$ cat src/rtl/vga_timing_gen_if.sv
// Video timing bundle between the VGA timing generator (master) and its pixel source / display sink (slave).
interface vga_timing_gen_if;
  logic       pixel_in;
  logic       test_pattern;
  logic       display_active;
  logic [9:0] display_hpos;
  logic [9:0] display_vpos;
  logic [9:0] clks_before_active;
  logic       frame_start;
  logic       vga_hsync;
  logic       vga_vsync;
  logic       vga_pixel;

  modport master (
    input  pixel_in, test_pattern,
    output display_active, display_hpos, display_vpos, clks_before_active,
           frame_start, vga_hsync, vga_vsync, vga_pixel
  );

  modport slave (
    output pixel_in, test_pattern,
    input  display_active, display_hpos, display_vpos, clks_before_active,
           frame_start, vga_hsync, vga_vsync, vga_pixel
  );
endinterface

$ cat src/rtl/vga_timing_gen.sv
// VGA raster timing generator: blanking-first line/frame counters, registered active-low syncs and pixel.
// Optional build macro VGA_TEST_PATTERN_EN adds an internal checkerboard selected by test_pattern.
module vga_timing_gen #(
  parameter int H_ACTIVE = 640,
  parameter int H_FRONT  = 16,
  parameter int H_SYNC   = 96,
  parameter int H_BACK   = 48,
  parameter int V_ACTIVE = 480,
  parameter int V_FRONT  = 10,
  parameter int V_SYNC   = 2,
  parameter int V_BACK   = 33
) (
  input  logic             clk,
  input  logic             reset,
  vga_timing_gen_if.master vga
);

  localparam logic [9:0] H_BLANK    = 10'(H_FRONT + H_SYNC + H_BACK);
  localparam logic [9:0] H_MAX      = 10'(H_FRONT + H_SYNC + H_BACK + H_ACTIVE - 1);
  localparam logic [9:0] H_SYNC_BEG = 10'(H_FRONT);
  localparam logic [9:0] H_SYNC_END = 10'(H_FRONT + H_SYNC);
  localparam logic [9:0] V_BLANK    = 10'(V_FRONT + V_SYNC + V_BACK);
  localparam logic [9:0] V_MAX      = 10'(V_FRONT + V_SYNC + V_BACK + V_ACTIVE - 1);
  localparam logic [9:0] V_SYNC_BEG = 10'(V_FRONT);
  localparam logic [9:0] V_SYNC_END = 10'(V_FRONT + V_SYNC);

  logic [9:0] r_h_count;
  logic [9:0] r_v_count;
  logic       r_hsync;
  logic       r_vsync;
  logic       r_pixel;

  logic       w_h_active;
  logic       w_v_active;
  logic       w_active;
  logic [9:0] w_hpos;
  logic [9:0] w_vpos;
  logic       w_hsync_raw;
  logic       w_vsync_raw;
  logic       w_pixel_src;

  // NOTE: state uses non-blocking assignments so every register samples the pre-edge counter values.
  always_ff @(posedge clk or posedge reset) begin
    if (reset) begin
      r_h_count <= '0;
      r_v_count <= '0;
    end else if (r_h_count == H_MAX) begin
      r_h_count <= '0;
      r_v_count <= (r_v_count == V_MAX) ? '0 : r_v_count + 10'd1;
    end else begin
      r_h_count <= r_h_count + 10'd1;
    end
  end

  assign w_h_active  = (r_h_count >= H_BLANK);
  assign w_v_active  = (r_v_count >= V_BLANK);
  assign w_active    = w_h_active && w_v_active;
  assign w_hpos      = w_h_active ? r_h_count - H_BLANK : 10'h3FF;
  assign w_vpos      = w_v_active ? r_v_count - V_BLANK : 10'h3FF;
  assign w_hsync_raw = !((r_h_count >= H_SYNC_BEG) && (r_h_count < H_SYNC_END));
  assign w_vsync_raw = !((r_v_count >= V_SYNC_BEG) && (r_v_count < V_SYNC_END));

`ifdef VGA_TEST_PATTERN_EN
  assign w_pixel_src = vga.test_pattern ? (w_hpos[4] ^ w_vpos[4]) : vga.pixel_in;
`else
  logic w_unused_test_pattern;
  assign w_unused_test_pattern = vga.test_pattern;
  assign w_pixel_src           = vga.pixel_in;
`endif

  // Syncs and pixel share one register stage so they stay aligned at the connector.
  always_ff @(posedge clk or posedge reset) begin
    if (reset) begin
      r_hsync <= 1'b1;
      r_vsync <= 1'b1;
      r_pixel <= 1'b0;
    end else begin
      r_hsync <= w_hsync_raw;
      r_vsync <= w_vsync_raw;
      r_pixel <= w_active ? w_pixel_src : 1'b0;
    end
  end

  assign vga.display_active     = w_active;
  assign vga.display_hpos       = w_hpos;
  assign vga.display_vpos       = w_vpos;
  assign vga.clks_before_active = w_h_active ? 10'd0 : H_BLANK - r_h_count;
  assign vga.frame_start        = (r_h_count == 10'd0) && (r_v_count == 10'd0);
  assign vga.vga_hsync          = r_hsync;
  assign vga.vga_vsync          = r_vsync;
  assign vga.vga_pixel          = r_pixel;

endmodule

$ cat src/flat_wrapper.sv
// flat-port wrapper written by rule: the top's interface ports become plain ports
module vga_timing_gen_flat 
#(
  parameter int H_ACTIVE = 640,
  parameter int H_FRONT  = 16,
  parameter int H_SYNC   = 96,
  parameter int H_BACK   = 48,
  parameter int V_ACTIVE = 480,
  parameter int V_FRONT  = 10,
  parameter int V_SYNC   = 2,
  parameter int V_BACK   = 33
)
  (clk, reset, vga_pixel_in, vga_test_pattern, vga_display_active, vga_display_hpos, vga_display_vpos, vga_clks_before_active, vga_frame_start, vga_vga_hsync, vga_vga_vsync, vga_vga_pixel);
  vga_timing_gen_if vga_i ();
  input  logic clk;
  input  logic reset;
  input wire logic [$bits(vga_i.pixel_in)-1:0] vga_pixel_in;
  input wire logic [$bits(vga_i.test_pattern)-1:0] vga_test_pattern;
  output wire logic [$bits(vga_i.display_active)-1:0] vga_display_active;
  output wire logic [$bits(vga_i.display_hpos)-1:0] vga_display_hpos;
  output wire logic [$bits(vga_i.display_vpos)-1:0] vga_display_vpos;
  output wire logic [$bits(vga_i.clks_before_active)-1:0] vga_clks_before_active;
  output wire logic [$bits(vga_i.frame_start)-1:0] vga_frame_start;
  output wire logic [$bits(vga_i.vga_hsync)-1:0] vga_vga_hsync;
  output wire logic [$bits(vga_i.vga_vsync)-1:0] vga_vga_vsync;
  output wire logic [$bits(vga_i.vga_pixel)-1:0] vga_vga_pixel;
  assign vga_i.pixel_in = vga_pixel_in;
  assign vga_i.test_pattern = vga_test_pattern;
  assign vga_display_active = vga_i.display_active;
  assign vga_display_hpos = vga_i.display_hpos;
  assign vga_display_vpos = vga_i.display_vpos;
  assign vga_clks_before_active = vga_i.clks_before_active;
  assign vga_frame_start = vga_i.frame_start;
  assign vga_vga_hsync = vga_i.vga_hsync;
  assign vga_vga_vsync = vga_i.vga_vsync;
  assign vga_vga_pixel = vga_i.vga_pixel;
  vga_timing_gen #(.H_ACTIVE(H_ACTIVE), .H_FRONT(H_FRONT), .H_SYNC(H_SYNC), .H_BACK(H_BACK), .V_ACTIVE(V_ACTIVE), .V_FRONT(V_FRONT), .V_SYNC(V_SYNC), .V_BACK(V_BACK)) u_core (.clk(clk), .reset(reset), .vga(vga_i));
endmodule
$ cat config.mk
export PLATFORM = sky130hd
export DESIGN_NAME = vga_timing_gen_flat
export DESIGN_NICKNAME = d
export VERILOG_FILES = /design/src/rtl/vga_timing_gen_if.sv /design/src/rtl/vga_timing_gen.sv /design/src/flat_wrapper.sv
export SDC_FILE = /design/constraint.sdc
export NUM_CORES = 1
export LEC_CHECK = 0
export CELL_PAD_IN_SITES_DETAIL_PLACEMENT = 1
export CELL_PAD_IN_SITES_GLOBAL_PLACEMENT = 1
export CORE_MARGIN = 2
export CORE_UTILIZATION = 40
export CTS_CLUSTER_SIZE = 16
export DETAILED_ROUTE_END_ITERATION = 10
export GPL_ROUTABILITY_DRIVEN = 0
export PLACE_DENSITY = 0.84
export SYNTH_ARGS = -nofsm -noshare
export SYNTH_HDL_FRONTEND = slang
export SYNTH_SLANG_ARGS = --single-unit
$ cat constraint.sdc
create_clock -name clk -period 5.2 [get_ports clk]
set_input_delay 1.04 -clock clk [delete_from_list [all_inputs] [get_ports clk]]
set_output_delay 1.04 -clock clk [all_outputs]
set_load 0.01 [all_outputs]
==> impl_metrics.csv <==
group,metric,value,unit
layout,drive_above_1_share,0.0606,
sta,worst_slew_pin_slew,0.861,ns
critical_path,critPathLaunchType,"flop",
global_route,grt_max_degree,24,
hold_path,hp-start,"u_core.r_h_count[0]",
synth,synth_edf_count,0,
synth,synth_top_area_share,0.305,
pwr,swShare,0.198,
floorplanning,rows,23,
layout,mostFrequentLayoutCells,"36 x clkdlybuf4s50_1, 21 x nand2_1, 21 x dfrtp_1",
detailed_routing,num_vias,1512,
synth,ys_top_cells_by_area,"dfrtp_1 30%, ha_1 7.3%, xnor2_1 6.1%, xor2_1 5.6%, nand2_1 4.6%",
pwr,vdd_drop_max,148,uV
pwr,p_seq_frac,0.611,
pwr,clkPwrFrac,0.372,
detailed_routing,postRouteAntennaNets,0,
floorplanning,core,0.00409,mm^2
critical_path,r2r-end,"u_core.vga.vga_hsync",
floorplanning,initial_core_util,0.422,
sta,setup_violations,0,
outcome,status,"completed",
floorplanning,die_x,69.7,um
place,dpl.cell_count,277,
global_route,grt-ovfl-total,0,
sta,slew_viol_final,0,
sta,finalCritPeriodShare,0.738,
synth,synth_nets,219,
critical_path,reg2reg_from,"u_core.r_h_count[6]",
clock_tree,post_cts_buffers,0,
synth,syn_area_per_cell,8.41,um^2
global_route,grt_first_pass_wirelength,7.51,mm
layout,fin_nets,246,
critical_path,arrival,2.80,ns
layout,finalNonFillerCells,281,
global_route,grt_pass1_vias,1537,
detailed_routing,wire_per_inst,15.5,um
clock_tree,clkSinkCount,23,
synth,ys_async_sr_fraction,1.00,
floorplanning,die_h,69.7,um
synth,ys_types,44,
detailed_routing,drt-pass1-iter-count,4,
clock_tree,cts_made_buffers,3,
layout,area_growth,21.5,%
clock_tree,root_buffer,"clkbuf_8",
hold_path,whs_path_depth,1,
clock_tree,clk_latency,0.26,ns
clock_tree,ctsLongestPathBuffers,2,
synth,synth_ff_type,"dfrtp_1",
pwr,total_power,0.293,mW
sta,relSlewSlack,0.425,
floorplanning,die_area,0.00485,mm^2
clock_tree,clk_pin_slew_worst_paths,0.08,ns
synth,synth_top_cell_by_area,"dfrtp_1",
layout,layout.core_utilization,0.513,
global_route,grt_usage,0.188,
pwr,pwr-share-comb,0.017,
clock_tree,cts.htree.levels,1,
hold_path,hold_end,"u_core.r_h_count[0]",
critical_path,crit_required,4.16,ns
global_route,grt_antenna_before_repair,0,
synth,ys_seq_area_frac,0.335,
clock_tree,cts-resized-gates,0,
sta,finalHoldViolations,0,
synth,synth_seq_cells,23,
critical_path,reg2reg_depth,4,
sta,fin_skew,0.00391,ns
sta,finalSetupTns,0,ns
detailed_routing,drc,0,
detailed_routing,initialDrtViolationCount,81,
clock_tree,cts_tree,"yes",
detailed_routing,viasPerCell,5.38,
synth,netlist_area,0.00172,mm^2
pwr,switching_power,0.0579,mW
pwr,p_int,0.235,mW
synth,synth_cells,205,
critical_path,rrSetupSlack,3.04,ns
pwr,total_leakage_power,0.879,nW
sta,holdWs,0.578,ns
critical_path,end_kind,"output port",
detailed_routing,wl,4.34,mm
flow_run,max_cap_viol_count,0,
layout,antenna_cells,0,
floorplanning,ioPinCount,39,
sta,fin_crit,3.84,ns
critical_path,crit_type,"flop to output port",
sta,fmax,261,MHz
clock_tree,hold_buffers,0,
pwr,p_per_area,140,mW/mm^2
critical_path,cp_max_fo,20,
synth,yosysWarnings,0,
layout,final_common_cell,"clkdlybuf4s50_1",
hold_path,min_path_type,"flop to flop",
place,io_buffers,36,
sta,rsz0062_at_grt,"no",
place,dp.final_hpwl,3.29,mm
## power groups by stage
stage / Sequential (mW) / Clock (mW) / Combinational (mW)
2_1_floorplan: 0.182 / 0 / 0.00353
3_3_place_gp: 0.182 / 0 / 0.00544
3_5_place_dp: 0.182 / 0 / 0.00541
4_1_cts: 0.179 / 0.114 / 0.00546
5_1_grt: 0.179 / 0.123 / 0.00599
6_report: 0.179 / 0.109 / 0.00510
## flip-flops by register name, indices dropped and copies added, names as in the netlist
register	flops
u_core.r_h_count	10
u_core.r_v_count	10
u_core.vga.vga_hsync	1
u_core.vga.vga_pixel	1
u_core.vga.vga_vsync	1
## worst max-delay path, cell delays in order, from the launching register on
cell	delay, ns
dfrtp_1	0.48
or2_2	0.35
nand2_1	0.15
nand2_1	0.42
nor4_1	0.52
clkdlybuf4s50_1	0.61
## through the flow
step	area [um^2]	setup WS, ns
after floorplan	1720	2.60
after global placement	2050	1.69
after detailed placement	2050	1.63
after CTS	2090	1.31
after global routing	2090	1.15
final	2090	1.36
## how the worst max path moves through the flow
stage          cells past startpoint               to                start  slack, ns
2_1_floorplan                      5  vga_frame_start  u_core.r_v_count[0]       2.60
6_report                           5  vga_frame_start  u_core.r_h_count[6]       1.36
5_1_grt                            5  vga_frame_start  u_core.r_h_count[6]       1.15
4_1_cts                            5  vga_frame_start  u_core.r_h_count[6]       1.31
3_3_place_gp                       5  vga_frame_start  u_core.r_h_count[5]       1.69
3_5_place_dp                       5  vga_frame_start  u_core.r_h_count[6]       1.63
## final cells by class
class | count | area [um^2]
clock buffer | 4 | 45.0
fill | 509 | 1990
sequential | 23 | 578
timing repair buffer | 36 | 360
inverter | 14 | 52.6
tap | 50 | 62.6
multi-input combinational | 154 | 996
## routing by layer
metal,share of wire,track usage
met1,0.49,0.257
met2,0.49,0.318
met3,0.021,0.0349
met4,0.0035,0.0256
met5,0,0
## synthesized netlist by cell type (all sizes together), types with 6 or more instances
library cell	count
dfrtp	21
o21ai	14
xor2	11
ha	10
nor3	8
buf	9
nor2	18
xnor2	12
nand3	10
a21oi	6
nand2	21
inv	13
## cells by family after synthesis
group | Yosys count | synth area share
simple gates | 90 | 0.284
buf+inv | 28 | 0.0871
xor+xnor | 23 | 0.117
fa+ha+maj | 10 | 0.0726
compound gates | 30 | 0.102
flops | 23 | 0.335
other cells | 1 | 0.00217
No activity file was read; power rests on OpenSTA's default activity.
